**config.mk**
```make
export PLATFORM = sky130hd
export DESIGN_NAME = pipe_stage_buf
export DESIGN_NICKNAME = d
export VERILOG_FILES = /design/src/rtl/pipe_stage_buf.sv
export SDC_FILE = /design/constraint.sdc
export NUM_CORES = 1
export LEC_CHECK = 0
export CORE_MARGIN = 2
export CORE_UTILIZATION = 45
export DETAILED_ROUTE_END_ITERATION = 12
export PLACE_DENSITY = 0.85
export SLEW_MARGIN = 40
export SYNTH_ARGS = -nofsm -noshare
export SYNTH_HDL_FRONTEND = slang
export SYNTH_SLANG_ARGS = --single-unit
export TNS_END_PERCENT = 30
```
**constraint.sdc**
```tcl
create_clock -name clk -period 4.85 [get_ports clk]
set_input_delay 0.97 -clock clk [delete_from_list [all_inputs] [get_ports clk]]
set_output_delay 0.97 -clock clk [all_outputs]
set_load 0.01 [all_outputs]
```
**src/rtl/pipe_stage_buf.sv**
```systemverilog
// Elastic valid/ready inter-stage buffer of DEPTH entries, with flush (NOP fill)
// and stall (freeze) control from the hazard unit.
module pipe_stage_buf #(
    parameter int unsigned DATA_W     = 32,
    parameter int unsigned DEPTH      = 2,
    parameter logic [31:0] FLUSH_VAL  = 32'h0000_0013,
    parameter bit          READY_THRU = 1'b0
) (
    input  logic                       clk,
    input  logic                       rst,
    input  logic                       flush_i,
    input  logic                       stall_i,
    input  logic                       in_valid_i,
    output logic                       in_ready_o,
    input  logic [DATA_W-1:0]          in_data_i,
    output logic                       out_valid_o,
    input  logic                       out_ready_i,
    output logic [DATA_W-1:0]          out_data_o,
    output logic                       out_flushed_o,
    output logic [$clog2(DEPTH+1)-1:0] count_o
);
    localparam int unsigned CNT_W = $clog2(DEPTH + 1);
    localparam int unsigned PTR_W = (DEPTH > 1) ? $clog2(DEPTH) : 1;
    // Storage rounded up to a power of two so the pointer indexes it exactly.
    localparam int unsigned MEM_N = 1 << PTR_W;
    localparam logic [DATA_W-1:0] FLUSH_DATA = DATA_W'(FLUSH_VAL);

    if (DEPTH < 1) begin : g_depth_check
        $error("pipe_stage_buf: DEPTH must be >= 1");
    end

    logic [DATA_W-1:0] mem [MEM_N];
    logic [PTR_W-1:0]  rd_ptr;
    logic [PTR_W-1:0]  wr_ptr;
    logic [CNT_W-1:0]  count;
    logic              flushed;
    logic              full;
    logic              empty;
    logic              push;
    logic              pop;

    function automatic logic [PTR_W-1:0] ptr_inc(input logic [PTR_W-1:0] p);
        return (p == PTR_W'(DEPTH - 1)) ? '0 : p + PTR_W'(1);
    endfunction

    assign full  = (count == CNT_W'(DEPTH));
    assign empty = (count == '0);

    // Handshake decode; flush and stall both block every transfer.
    assign in_ready_o  = !flush_i && !stall_i && (!full || (READY_THRU && out_ready_i));
    assign out_valid_o = !empty && !flush_i && !stall_i;
    assign push        = in_valid_i && in_ready_o;
    assign pop         = out_valid_o && out_ready_i;

    // Head stays visible during stall; only out_valid_o is gated.
    assign out_data_o    = empty ? FLUSH_DATA : mem[rd_ptr];
    assign out_flushed_o = flushed;
    assign count_o       = count;

    always_ff @(posedge clk) begin
        if (rst) begin
            count   <= '0;
            rd_ptr  <= '0;
            wr_ptr  <= '0;
            flushed <= 1'b0;
        end else if (flush_i) begin
            count   <= '0;
            rd_ptr  <= '0;
            wr_ptr  <= '0;
            flushed <= 1'b1;
        end else begin
            if (push) begin
                wr_ptr  <= ptr_inc(wr_ptr);
                flushed <= 1'b0;
            end
            if (pop) begin
                rd_ptr <= ptr_inc(rd_ptr);
            end
            count <= count + CNT_W'(push) - CNT_W'(pop);
        end
    end

    // Payload storage carries no reset; contents are don't-care until written.
    always_ff @(posedge clk) begin
        if (push) begin
            mem[wr_ptr] <= in_data_i;
        end
    end

endmodule

```
==> results of run 1 <==
[registers in the layout (all words and copies together), names as in the netlist, named ones only]
name and cells:
mem 64, count_o 2, out_flushed_o 1, rd_ptr 1
wr_ptr 1
[area by class of cell]
| type | instances | area [um2] |
|---|---|---|
| fillers | 455 | 2040 |
| repair buffers | 77 | 803 |
| clock buffers | 10 | 138 |
| inverters | 5 | 18.8 |
| clock inverters | 6 | 109 |
| well taps | 75 | 93.8 |
| multi-input cells | 90 | 633 |
| flip-flops and latches | 70 | 2050 |
[worst paths after layout]
path | startpoint | to | slack, ns
hold / removal | out_flushed_o$_SDFFE_PP0P_ | out_flushed_o$_SDFFE_PP0P_ | 0.51
setup / recovery | flush_i | out_valid_o | 1.60
setup reg to reg | count_o[1]$_SDFF_PP0_ | count_o[1]$_SDFF_PP0_ | 2.40
hold reg to reg | out_flushed_o$_SDFFE_PP0P_ | out_flushed_o$_SDFFE_PP0P_ | 0.51
[power by group through the flow]
stage,Clock [mW],Sequential (mW),Combinational (mW)
2_1_floorplan,0,0.686,0.0202
3_3_place_gp,0,0.686,0.0687
3_5_place_dp,0,0.686,0.0740
4_1_cts,0.570,0.672,0.0743
5_1_grt,0.600,0.673,0.0791
6_report,0.558,0.672,0.0730
[worst max-delay path, cell delays in order]
cell and delay [ns]:
clkdlybuf4s50_1 0.47, nor3_1 0.26, clkdlybuf4s50_1 0.58
[metal layers]
layer	up-vias	share of wire (%)
li1	797	-
met4	0	1.1
met2	49	53
met3	6	4.1
met5	-	0
met1	757	42
[per-stage QoR]
stage	setup slack, ns	std cells	hold slack (ns)
final	1.60	333	0.507
after global routing	1.51	333	0.538
after CTS	1.62	333	0.503
after detailed placement	1.62	317	0.489
after global placement	1.58	315	0.472
after floorplan	1.44	174	0.480
[kinds of logic (layout without fill, tap and decap cells)]
group	count (synthesis)	count (layout)	synth area share (%)
AOI/OAI and AO/OA	8	8	1.57
and+or+nand+nor	46	46	7.51
adders and majority gates	2	2	0.921
buffers and inverters	14	98	2.16
muxes	33	33	12.3
xor gates and xnor gates	1	1	0.322
DFF	70	70	75.2
[placed cells by master (no fill, tap or decap), types with 2 or more instances in the layout]
cell             count
clkdlybuf4s50_1     74
nor3_1               3
clkinv_2             2
dfxtp_1              5
mux2i_1             32
buf_16               2
o21ai_0              4
inv_1                5
edfxtp_1            64
bufinv_16            3
nor2_4               2
ha_1                 2
nor2_1              33
a21oi_1              3
clkbuf_8            10
==> metrics.txt, run 1 <==
nets@finish 293; Max-cap violations 0; first-pass GRT wire length between 7 and 8 mm; core area 5890 um2; TritonCTS buffer count 9; Synth cell types 21; total power 1.30 mW; Crit Path Max Fanout 5; critical path class input pin to output port; Tcrit/Tclk final between 60% and 70%; most frequent cell after synthesis edfxtp_1; sequential power share 51.6%; hold path cells 2; VDD IR max between 0.2 and 0.3 mV; total length of routed wires 4.89 mm; Worst Setup Start Kind input pin; DRC Markers 0; Vias per Instance 4.83; clock insertion delay at the later pin of the skew report roughly 0.33 ns; DR WL/cell 14.7 um; Syn Area/Cell 15.6 um2; met1 usage just under 20%; cells after synthesis 174; gr usage total approximately 16%; Reg2Reg Depth 10; Slew Viols, Final 0; Area contributors post-synth edfxtp_1 71%, mux2i_1 12%, nor2_1 5.0%; fmax 0.308 GHz; post-route cell area about 3800 um2; LEAKAGE around 1.3 nW; Worst-path clk slew ~0.070 ns; port bufs 74; Final ANT Viol Nets 0; Net Sw Frac 18.1%; Async S/R FF share, synth 0%; Worst slew margin between 60% and 70%; Post-synth top flop edfxtp_1; HPWL after detailed placement 3.45 mm; RSZ-0062 raised after global routing false; Routability Congestion a little under 0.8; largest area contributor in the netlist edfxtp_1; std cell rows 28; H-tree levels 3; Post-CTS Hold Fix Bufs 0; Post-synth EDFFs 64; CP Data Arrival Time 2.28 ns; Worst Setup End Kind output port; clock group share of total power 42.8%; Longest Clk Path Bufs 2; grt met3 use 3.41%; Initial Util a little under half; Synth Cell Area roughly 2700 um2; Finished Core Util approximately 65%; met2 Use GR between 20% and 30%; drt first-iter violations 93; combinational power share under 10%; largest net degree at the start of global routing 33; # IOs 75; P per Cell Area ~340 nW/um2; total negative setup slack 0 ns; Worst EP required 3.88 ns; Post-synth top cells 64 x edfxtp_1, 36 x nor2_1, 32 x mux2i_1; Placed Area between 3000 and 4000 um2; chip height around 80 um; HP Class flip-flop to flip-flop; total number of vias roughly 1600; DR pass1 iterations 4; GR peak layer met2; Root Buffer clkbuf_8; # diodes 0; internal power ~1.1 mW; Seq cells post-synth 70; Net Count, Synth roughly 210; YS warnings 0; area added between synthesis and finish 41.4%; Clock Skew ~0.0085 ns; Seq/Total Area, Yosys approximately 75%; Worst-Margin Slew approximately 0.56 ns; Yosys top cell area share a little over two thirds; CTS tree built; die footprint 6670 um2; clock sink total 70; Tmin final approximately 3.2 ns; Die W between 80 and 90 um; final hold vios 0; antenna violations before repair 0; Post-CTS Setup Inserts 0; status finished, final reports clean; Final setup viols 0; vias in the first global route ~1700; fraction of layout cells with a size suffix above 1 10.5%; total grt overflow 0; P_sw between 200 and 250 uW; post-cts repair resize count 0
Power figures use the tool's default switching activity.
==> run 2: changes to the inputs <==
Settings changed: CORE_UTILIZATION 45 to 43.
Clock period 4.85 ns to 2.86 ns, I/O delays scaled along.
==> run 2 against run 1 <==
  * Cell area is 1.6% lower
  * Highest routed layer unchanged
  * Worst hold slack lost 0.029 ns
  * Global-route usage decreased by 0.93 points
  * Critical path depth increased by 1
  * Non-clock buffer count rose by 6
  * Clock power rose by 31%
  * Flip-flop and latch count is the same
  * Sequential power up 70%
  * Largest power group unchanged
  * Cell count grew 1.5%
  * Core utilization is 2.5 points lower
==> metrics.txt, run 2 (same netlist as run 1, synthesis figures left out) <==
Worst Setup Start Kind flip-flop (was input pin); CTS tree built (unchanged); Worst Setup End Kind output port (unchanged); clock group share of total power 36.6% (was 42.8%); Initial Util 45.1% (was 46.2%); Worst EP required 2.29 ns (was 3.88 ns); first-pass GRT wire length 8.14 mm (was 7.80 mm); DP Worst Slack 0.159 ns (was 1.62 ns); P_sw 392 uW (was 235 uW); VDD IR max 0.512 mV (was 0.298 mV); RSZ-0062 raised after global routing false (unchanged); Die W 83.5 um (was 81.7 um); clock insertion delay at the later pin of the skew report 0.33 ns (about the same); critical path class flip-flop to output port (was input pin to output port); Most flops, register mem (unchanged); total length of routed wires 4.92 mm (was 4.89 mm); nets@finish 299 (was 293); DR WL/cell 14.5 um (was 14.7 um); chip height 83.5 um (was 81.7 um); HPWL after detailed placement 3.44 mm (was 3.45 mm); Post-CTS Hold Fix Bufs 0 (unchanged); largest net degree at the start of global routing 19 (was 33); gr usage total 15.3% (was 16.3%); WP buf/inv 2 (unchanged); Final setup viols 0 (unchanged); DR pass1 iterations 4 (unchanged); status finished, final reports clean (unchanged); final hold vios 0 (unchanged); DRC Markers 0 (unchanged); fmax just under 0.4 GHz; H-tree levels 3 (unchanged); area added between synthesis and finish 39.2% (was 41.4%); Longest Clk Path Bufs 2 (unchanged); Worst slew margin 73.7% (was 62.8%); Vias per Instance 4.77 (was 4.83); Largest register FFs 64 (unchanged); Slew Viols, Final 0 (unchanged); setup ws final 0.266 ns (was 1.60 ns); Final ANT Viol Nets 0 (unchanged); sequential power share 57.2% (was 51.6%); # diodes 0 (unchanged); P per Cell Area 527 nW/um2 (was 339 nW/um2); Top delay family on crit path buffers and inverters (unchanged); Root Buffer clkbuf_8 (unchanged); Finished Core Util 62.7% (was 65.3%); total grt overflow 0 (unchanged); internal power 1.60 mW (was 1.07 mW); port bufs 74 (unchanged); combinational power share 6.2% (was 5.6%); Worst-Margin Slew 0.394 ns (was 0.557 ns); antenna violations before repair 0 (unchanged); Clock Skew 0.00806 ns (was 0.00852 ns); TritonCTS buffer count 9 (unchanged); Crit Path Max Fanout 17 (was 5); drt first-iter violations 47 (was 93); most frequent cells in the layout 74 x clkdlybuf4s50_1, 64 x edfxtp_1, 33 x nor2_1 (unchanged); Net Sw Frac 19.6% (was 18.1%); Worst-path clk slew 0.07 ns (about the same); crit-path cells nor2_4 > buf_4 > nor3_1 > clkdlybuf4s50_1 (was clkdlybuf4s50_1 > nor3_1 > clkdlybuf4s50_1); die footprint 6970 um2 (was 6670 um2); vias in the first global route 1706 (was 1689); Tmin final 2.59 ns; HP Class flip-flop to flip-flop (unchanged); # IOs 75 (unchanged); Slowest-stage cell, CP clkdlybuf4s50_1 (unchanged); Max-cap violations 0 (unchanged); commonest non-fill, non-tap cell in the layout clkdlybuf4s50_1 (unchanged); fraction of layout cells with a size suffix above 1 11.4% (was 10.5%); total negative setup slack 0 ns (unchanged); total power 1.99 mW (was 1.30 mW); Tcrit/Tclk final approximately nine tenths; LEAKAGE 1.24 nW (was 1.25 nW); max incr delay on CP 0.59 ns (was 0.58 ns); Routability Congestion 0.724 (was 0.770); std cell rows 28 (unchanged); CP Data Arrival Time 2.02 ns (was 2.28 ns); total number of vias 1613 (was 1609); core area 6030 um2 (was 5890 um2); clock sink total 70 (unchanged); Fillers 457 (was 455)
## run 2: metrics by stage
step	instance area [um2]	instances	hold slack [ns]
6_report	3780	338	0.479
4_1_cts	3780	338	0.476
5_1_grt	3780	338	0.536
3_3_place_gp	3600	323	0.470
3_5_place_dp	3600	323	0.469
2_1_floorplan	2720	174	0.480
## run 2: timing repair
| item | 4_1_cts | 5_1_grt |
|---|---|---|
| setup endpoints to repair | 0 | 15 |
| setup buffers | 0 | 0 |
| resized for setup | 0 | 1 |
## run 2: path summary, 6_finish.rpt
| path | slack [ns] | from | depth (start not counted) | endpoint |
|---|---|---|---|---|
| worst min register to register | 0.48 | out_flushed_o$_SDFFE_PP0P_ | 2 | out_flushed_o$_SDFFE_PP0P_ |
| worst min-delay path | 0.48 | out_flushed_o$_SDFFE_PP0P_ | 2 | out_flushed_o$_SDFFE_PP0P_ |
| worst max register to register | 0.48 | count_o[1]$_SDFF_PP0_ | 10 | count_o[1]$_SDFF_PP0_ |
| worst max-delay path | 0.27 | count_o[1]$_SDFF_PP0_ | 4 | out_valid_o |
## run 2: final cells by class
class,instances,area [um2],area share (%)
Sequential cell,70,2040,54.0
Timing Repair Buffer,83,808,21.4
Multi-Input combinational cell,90,638,16.9
Clock buffer,10,128,3.38
Tap cell,75,93.8,2.48
Clock inverter,5,51.3,1.36
Inverter,5,18.8,0.496
## run 2: worst min-delay path, stage by stage (launching register included)
cell and delay (ns):
dfxtp_1 0.31, o31ai_1 0.06, a21oi_1 0.06
## run 2: power groups by stage
stage	Clock [mW]	Combinational, mW	Sequential (mW)
after floorplan	0	0.0342	1.16
after global placement	0	0.121	1.16
after detailed placement	0	0.125	1.16
after CTS	0.751	0.125	1.14
after global routing	0.802	0.135	1.14
final	0.730	0.124	1.14
## run 2: per-layer routing
metal	vias to the layer above	GRT usage [%]	wire length, um
li1	800	-	-
met1	752	17.3	1910
met2	51	26.8	2660
met3	10	4.25	242
met4	0	7.48	96
met5	-	0	0
==> run 3: changes to the inputs <==
Settings changed: TNS_END_PERCENT 30 to unset.
==> results of run 3 <==
The final DEF is identical to that of run 2; final timing and power are the same.
